File: src/rtl/uart_tx_arbiter.sv
// Round-robin arbiter sharing one uart_tx among four byte requesters.
// Launches one byte at a time, waits for the frame to finish, then holds off for GAP_CYCLES clocks.
module uart_tx_arbiter #(
   parameter int unsigned GAP_CYCLES = 16,
   parameter int unsigned TIMEOUT    = 64
) (
   input  logic        clk,
   input  logic        reset,
   input  logic [3:0]  req,
   input  logic [31:0] req_data,
   output logic [3:0]  grant,
   output logic        tx_en,
   output logic [7:0]  tx_data,
   input  logic        tx_busy,
   input  logic        tx_done,
   output logic [1:0]  owner,
   output logic        active,
   output logic        err,
   output logic [15:0] sent_count
);

   localparam int unsigned ToW  = (TIMEOUT > 1) ? $clog2(TIMEOUT) : 1;
   localparam int unsigned GapW = (GAP_CYCLES > 1) ? $clog2(GAP_CYCLES) : 1;
   localparam logic [ToW-1:0]  ToLast  = ToW'(TIMEOUT - 1);
   localparam logic [GapW-1:0] GapLast = GapW'(GAP_CYCLES - 1);

   typedef enum logic [1:0] {StIdle, StWaitBusy, StWaitDone, StGap} state_e;

   state_e          state_q, state_d;
   logic [3:0]      grant_q, grant_d;
   logic            tx_en_q, tx_en_d;
   logic [7:0]      tx_data_q, tx_data_d;
   logic [1:0]      owner_q, owner_d;
   logic [1:0]      last_q, last_d;
   logic            active_q, active_d;
   logic            err_q, err_d;
   logic [15:0]     sent_q, sent_d;
   logic [ToW-1:0]  to_cnt_q, to_cnt_d;
   logic [GapW-1:0] gap_cnt_q, gap_cnt_d;

   logic [1:0] idx;
   logic [1:0] win;
   logic       win_found;
   logic       complete;

   always_comb begin
      // Scan upward from the requester after the last winner, wrapping.
      idx       = '0;
      win       = '0;
      win_found = 1'b0;
      for (int k = 1; k <= 4; k++) begin
         idx = last_q + 2'(k);
         if (!win_found && req[idx]) begin
            win       = idx;
            win_found = 1'b1;
         end
      end

      state_d   = state_q;
      grant_d   = '0;
      tx_en_d   = 1'b0;
      err_d     = 1'b0;
      tx_data_d = tx_data_q;
      owner_d   = owner_q;
      last_d    = last_q;
      sent_d    = sent_q;
      to_cnt_d  = to_cnt_q;
      gap_cnt_d = gap_cnt_q;
      complete  = 1'b0;

      unique case (state_q)
         StIdle: begin
            if (win_found) begin
               grant_d   = 4'b0001 << win;
               tx_en_d   = 1'b1;
               tx_data_d = req_data[{win, 3'b000} +: 8];
               owner_d   = win;
               last_d    = win;
               to_cnt_d  = '0;
               state_d   = StWaitBusy;
            end
         end
         StWaitBusy: begin
            if (tx_done) begin
               complete = 1'b1;
            end else if (tx_busy) begin
               state_d = StWaitDone;
            end else if (to_cnt_q == ToLast) begin
               err_d   = 1'b1;
               state_d = StIdle;
            end else begin
               to_cnt_d = to_cnt_q + ToW'(1);
            end
         end
         StWaitDone: begin
            if (tx_done) complete = 1'b1;
         end
         StGap: begin
            if (gap_cnt_q == GapLast) state_d = StIdle;
            else gap_cnt_d = gap_cnt_q + GapW'(1);
         end
         default: state_d = StIdle;
      endcase

      if (complete) begin
         sent_d    = sent_q + 16'd1;
         gap_cnt_d = '0;
         state_d   = (GAP_CYCLES == 0) ? StIdle : StGap;
      end

      active_d = (state_d != StIdle);
   end

   always_ff @(posedge clk) begin
      if (reset) begin
         state_q   <= StIdle;
         grant_q   <= '0;
         tx_en_q   <= 1'b0;
         tx_data_q <= '0;
         owner_q   <= '0;
         last_q    <= 2'd3;
         active_q  <= 1'b0;
         err_q     <= 1'b0;
         sent_q    <= '0;
         to_cnt_q  <= '0;
         gap_cnt_q <= '0;
      end else begin
         state_q   <= state_d;
         grant_q   <= grant_d;
         tx_en_q   <= tx_en_d;
         tx_data_q <= tx_data_d;
         owner_q   <= owner_d;
         last_q    <= last_d;
         active_q  <= active_d;
         err_q     <= err_d;
         sent_q    <= sent_d;
         to_cnt_q  <= to_cnt_d;
         gap_cnt_q <= gap_cnt_d;
      end
   end

   assign grant      = grant_q;
   assign tx_en      = tx_en_q;
   assign tx_data    = tx_data_q;
   assign owner      = owner_q;
   assign active     = active_q;
   assign err        = err_q;
   assign sent_count = sent_q;

endmodule

File: config.mk
export PLATFORM = sky130hd
export DESIGN_NAME = uart_tx_arbiter
export DESIGN_NICKNAME = d
export VERILOG_FILES = /design/src/rtl/uart_tx_arbiter.sv
export SDC_FILE = /design/constraint.sdc
export NUM_CORES = 1
export LEC_CHECK = 0
export ABC_AREA = 1
export ABC_CLOCK_PERIOD_IN_PS = 5100
export CAP_MARGIN = 20
export CORE_MARGIN = 1.5
export CORE_UTILIZATION = 25
export CTS_BUF_LIST = sky130_fd_sc_hd__clkbuf_8
export DETAILED_ROUTE_END_ITERATION = 7
export GPL_ROUTABILITY_DRIVEN = 0
export PLACE_DENSITY_LB_ADDON = 0.05
export SYNTH_ARGS = -nofsm -noshare
export SYNTH_HDL_FRONTEND = slang
export SYNTH_SLANG_ARGS = --single-unit
File: constraint.sdc
create_clock -name clk -period 5.1 [get_ports clk]
set_input_delay 1.02 -clock clk [delete_from_list [all_inputs] [get_ports clk]]
set_output_delay 1.02 -clock clk [all_outputs]
set_load 0.02 [all_outputs]
======== Word-level counts from Yosys, hierarchy flattened ========
Index checks and enable logic that the tools add are counted.
storage, ports and cells
  register bits ........................... 47
cells by class
  add/sub/neg operators ................... 6
  order comparisons ....................... 4
  equal/unequal tests ..................... 9
  shift operators ......................... 2
  multiplexer cells ....................... 32
  bitwise gates (word level) .............. 4
  reduce and logical (&&, ||, !) cells .... 17
operator list
  cell                   number
  $shiftx 32x6->8        1
  $mux 6                 4
  $mux 2                 10
  $add 16x1->16 const B  1
  $lt 2x3->1 const B     4
  $mux 1                 12
  $pmux 6 s2             1
  $bmux 1 s2             4
  $ne 2x2->1 const B     4
  $add 6x1->6 const B    1
  $eq 6x6->1 const B     1
  $pmux 2 s3             1
  $reduce_or 2->1        3
  $reduce_and 5->1       1
  $add 2x2->2 const B    2
  $add 4x1->4 const B    1
  $eq 2x2->1 const B     2
  $eq 4x4->1 const B     1
  $not 1->1              4
  $reduce_and 2->1       2
  $reduce_bool 2->1      2
  $reduce_or 4->1        1
  $shl 1x2->4 const A    1
  $logic_and 1x1->1      3
  other kinds (5)        7

======== Depth between registers and ports, before layout ========
  depth in word-level cells ............... 17
  gate-level depth with buffers ........... 16

======== Worst setup path after synthesis ========
Ideal clock, no wire load.
  path kind ............................... input to register
  start point ............................. in req[3]
  end point ............................... reg tx_data_q[0], in the netlist tx_data[0]
  arrival ................................. 2.054 ns
  data required time ...................... 4.991 ns
  slack ................................... 2.938 ns
  stages on the path ...................... 13
  path through ............................ nand2_1 -> nand2_1 -> nand2_1 -> nand2_1 -> nor2_4 -> nand3_4 -> nand3_4 -> buf_12 -> nand2_2 -> nand3_1 -> nand3_1 -> nand2_1 -> inv_1
between the ends
  longest elaborated chain between the ends .. 13
  elaborated cells on any way between the ends .. 24
RTL lines
  what                                                 line  RTL
  from (decl)                                          9     input logic [3:0] req,
  $bmux 1 s2                                           53    if (!win_found && req[idx]) begin
  $mux 1 (implied by the code)                         53
  $mux 1                                               53
  $logic_not 1->1                                      53
  $logic_and 1x1->1                                    53
  $mux 1                                               53
  $logic_not 1->1                                      53
  $logic_and 1x1->1                                    53
  $mux 1                                               53
  $logic_not 1->1                                      53
  $logic_and 1x1->1                                    53
  $mux 2 or $mux 1 (tied branches)                     53
  $shiftx 32x6->8 or $reduce_and 2->1 (tied branches)  --
  to (signal assigned)                                 131   tx_data_q <= tx_data_d;
  to (decl)                                            32    logic [7:0] tx_data_q, tx_data_d;
Parallel ways exist; a longest one is shown, timed or not. The select of a mux whose other input is x is not followed.
A chain may end at the register's enable or synchronous reset.

======== Worst setup path after layout ========
  start point ............................. in req[2]
  end point ............................... reg tx_data_q[1], in the netlist tx_data[1]
Same word-level chain as after synthesis.

==> flow_metrics.env <==
export IMPL_fmax_mhz=321
export IMPL_crit_chain="clkdlybuf4s50_1 > nand2_1 > nand2_1 > nand2_1 > nand2_2 > inv_2 > nand2_1 > nor2_1 > nor2_1 > inv_2 > nand3_1 > nand3_1 > nand2_1 > inv_1"
export IMPL_synth_cells=430
export IMPL_reg2reg_slack_ps=2540
export IMPL_crit_fanout=11
export IMPL_reg2reg_depth=13
export IMPL_postCtsSetupRepairBufs=0
export IMPL_clkTransAtPathRegs_ps=90
export IMPL_grt_pass1_wl_um=11900
export IMPL_grt_use_total_pct=12.5
export IMPL_drc_errors=0
export IMPL_ys_seq_area_share_pct=33.5
export IMPL_ant_nets=0
export IMPL_fillers=1197
export IMPL_holdPathEnd="to_cnt_q[4]"
export IMPL_route_vias_total=2808
export IMPL_vdd_drop_max_uv=379
export IMPL_max_slew_margin_rel_pct=42.2
export IMPL_cts_hold_buf=0
export IMPL_synth_top_family_by_area="simple AND/OR/NAND/NOR gates"
export IMPL_ys_ff_latch=47
export IMPL_finalWorstSetupSlack_ps=1980
export IMPL_yosys_area_top_type="dfxtp_1"
export IMPL_path_class="in -> reg"
export IMPL_r2r_start="last_q[0]"
export IMPL_hold_viol=0
export IMPL_crit_path_top_delay_cell="nor2_1"
export IMPL_hold_slack_ps=458
export IMPL_slowest_delay_ps=650
export IMPL_fin_tns_setup_ps=0
export IMPL_setup_viol=0
export IMPL_wire_per_inst_um=11.6
export IMPL_outcome="finished, final reports clean"
export IMPL_num_rows=38
export IMPL_clockBufferDepth=2
export IMPL_nets=548
export IMPL_routed_via_density=4.37
export IMPL_dieArea_sq_um=11900
export IMPL_cts_max_level=2
export IMPL_crit_path_frequent_cell="nand2_1"
export IMPL_slew_viol_final=0
export IMPL_yosysMostFrequentCell="nand2_1"
export IMPL_antenna_found_initial=0
export IMPL_skew_ps=3.90
export IMPL_reg2reg_to="tx_data[1]"
export IMPL_clock_sinks=47
export IMPL_fp_dieH_um=109
export IMPL_layout_drive_gt1_share_pct=9.16
export IMPL_p_total_mw=1.90
export IMPL_cap_violations=0
export IMPL_yosys_warnings=0
export IMPL_syn_num_nets=477
export IMPL_netlist_area_sq_um=2810
export IMPL_hp_class="reg -> reg"
export IMPL_design_core_area_sq_um=10900
export IMPL_hpwlAfterDp_um=5530
export IMPL_startpoint="req[2]"
export IMPL_synth_edf_count=0
export IMPL_grt_setup_unrepaired="false"
export IMPL_initial_core_util_pct=25.8
export IMPL_whs_path_depth=2
export IMPL_cts_root_buf="clkbuf_8"
export IMPL_synthAdderAreaFrac_pct=3.12
export IMPL_hold_start="to_cnt_q[4]"
export IMPL_io_pins=73
export IMPL_dp_slack_ps=1640
export IMPL_synthMuxAreaShare_pct=0
export IMPL_cts_tree="yes"
export IMPL_period_needed_ps=3120
export IMPL_yosys_area_share_xor_xnor_pct=0.623
export IMPL_io_buffers=72
export IMPL_power_density_nw_per_um2=510
export IMPL_crit_required_ps=5300
export IMPL_placed_area_sq_um=3640
export IMPL_synthTopCellsByArea="dfxtp_1 33%, nand2_1 12%, nand3_1 11%"
export IMPL_cp_end_kind="flip-flop"
export IMPL_worstPathArrival_ps=3310
export IMPL_multi_input_area_sq_um=1470
export IMPL_chipWidth_um=109
export IMPL_design_area_sq_um=3720
export IMPL_grt_max_degree=22
export IMPL_wl_um=7440
export IMPL_grt_pass1_vias=2588
export IMPL_drt_iter0_markers=86
export IMPL_p_leak_nw=1.71
export IMPL_synth_compound_area_share_pct=7.88
export IMPL_synth_distinct_cells=35
export IMPL_cts_made_buffers=5
export IMPL_synth_simple_area_share_pct=40.8
export IMPL_layout_area_seq_sq_um=941
export IMPL_synth_common_cells="87 x nand2_1, 77 x inv_1, 59 x nand3_1"
export IMPL_area_growth_pct=32.3
export IMPL_startpoint_type="input port"
export IMPL_async_flop_share_pct=0
export IMPL_gr_total_overflow=0
export IMPL_clock_latency_ps=290
export IMPL_dr_pass1_iters=4
export IMPL_avgSynthCellArea_sq_um=6.54
export IMPL_synth_top_area_share_pct=33.5
export IMPL_period_share_pct=61.1
export IMPL_synth_flop_cell="dfxtp_1"
export IMPL_worstMarginPinSlew_ps=863
export IMPL_n_antenna_cell=0
export IMPL_cts_resized=0
==> critical path, delay by kind of cell <==
kind                   cells  cell delay (ps)
buffers and inverters      4              820
AND/OR/NAND/NOR           10             1470
==> power by group <==
part,internal [mW],switching [mW]
clock,0.0926,0.125
combinational,0.413,0.762
sequential,0.446,0.0577
==> state kept, by name (all words and copies together), names as in the netlist, 2 cells and up <==
register	count
to_cnt_q	6
state_q	2
gap_cnt_q	4
grant	4
tx_data	8
sent_count	16
last_q	2
owner	2
==> cell families (layout without fill, tap and decap cells) <==
family,Yosys count,after routing
simple gates,241,241
buf+inv,92,164
compound gates,41,41
flops,47,47
fa+ha+maj,7,7
xor+xnor,2,2
==> layout by cell type, fill, tap and decap left out, types with 5 or more instances in the layout <==
master and instances:
clkdlybuf4s50_1 72, nor2_1 50, nand3_1 59, nor3_1 5, inv_1 79, o21ai_0 18
nand2_2 20, clkbuf_8 5, nand2_1 87, a21oi_1 19, ha_1 7, dfxtp_1 47
==> per-stage QoR <==
| stage | utilization [%] | instances |
|---|---|---|
| final | 34.2 | 642 |
| after global routing | 34.2 | 642 |
| after CTS | 34.2 | 642 |
| after detailed placement | 33.4 | 634 |
| after global placement | 33.4 | 634 |
| after floorplan | - | 430 |
==> worst max path at each step <==
stage | end | slack [ps]
floorplan | tx_data[0] | 2940
global placement | tx_data[1] | 1790
detailed placement | tx_data[1] | 1640
CTS | tx_data[1] | 1970
global route | tx_data[2] | 1770
finish | tx_data[1] | 1980
==> area by class of cell <==
class / count / area share (%)
Clock buffer: 5 / 1.85
Clock inverter: 3 / 0.336
Timing Repair Buffer: 73 / 19.6
Inverter: 83 / 8.58
Multi-Input combinational cell: 291 / 39.6
Sequential cell: 47 / 25.3
Tap cell: 140 / 4.71
==> routing by layer <==
metal / vias to the layer above / track usage [%] / routed length [um] / share of wire, %
li1: 1485 / - / - / -
met1: 1250 / 15.3 / 3440 / 46
met2: 67 / 22.1 / 3540 / 48
met3: 6 / 2.39 / 372 / 5.0
met4: 0 / 3.85 / 91 / 1.2
met5: - / 0 / 0 / 0
No activity file was read; power rests on OpenSTA's default activity.
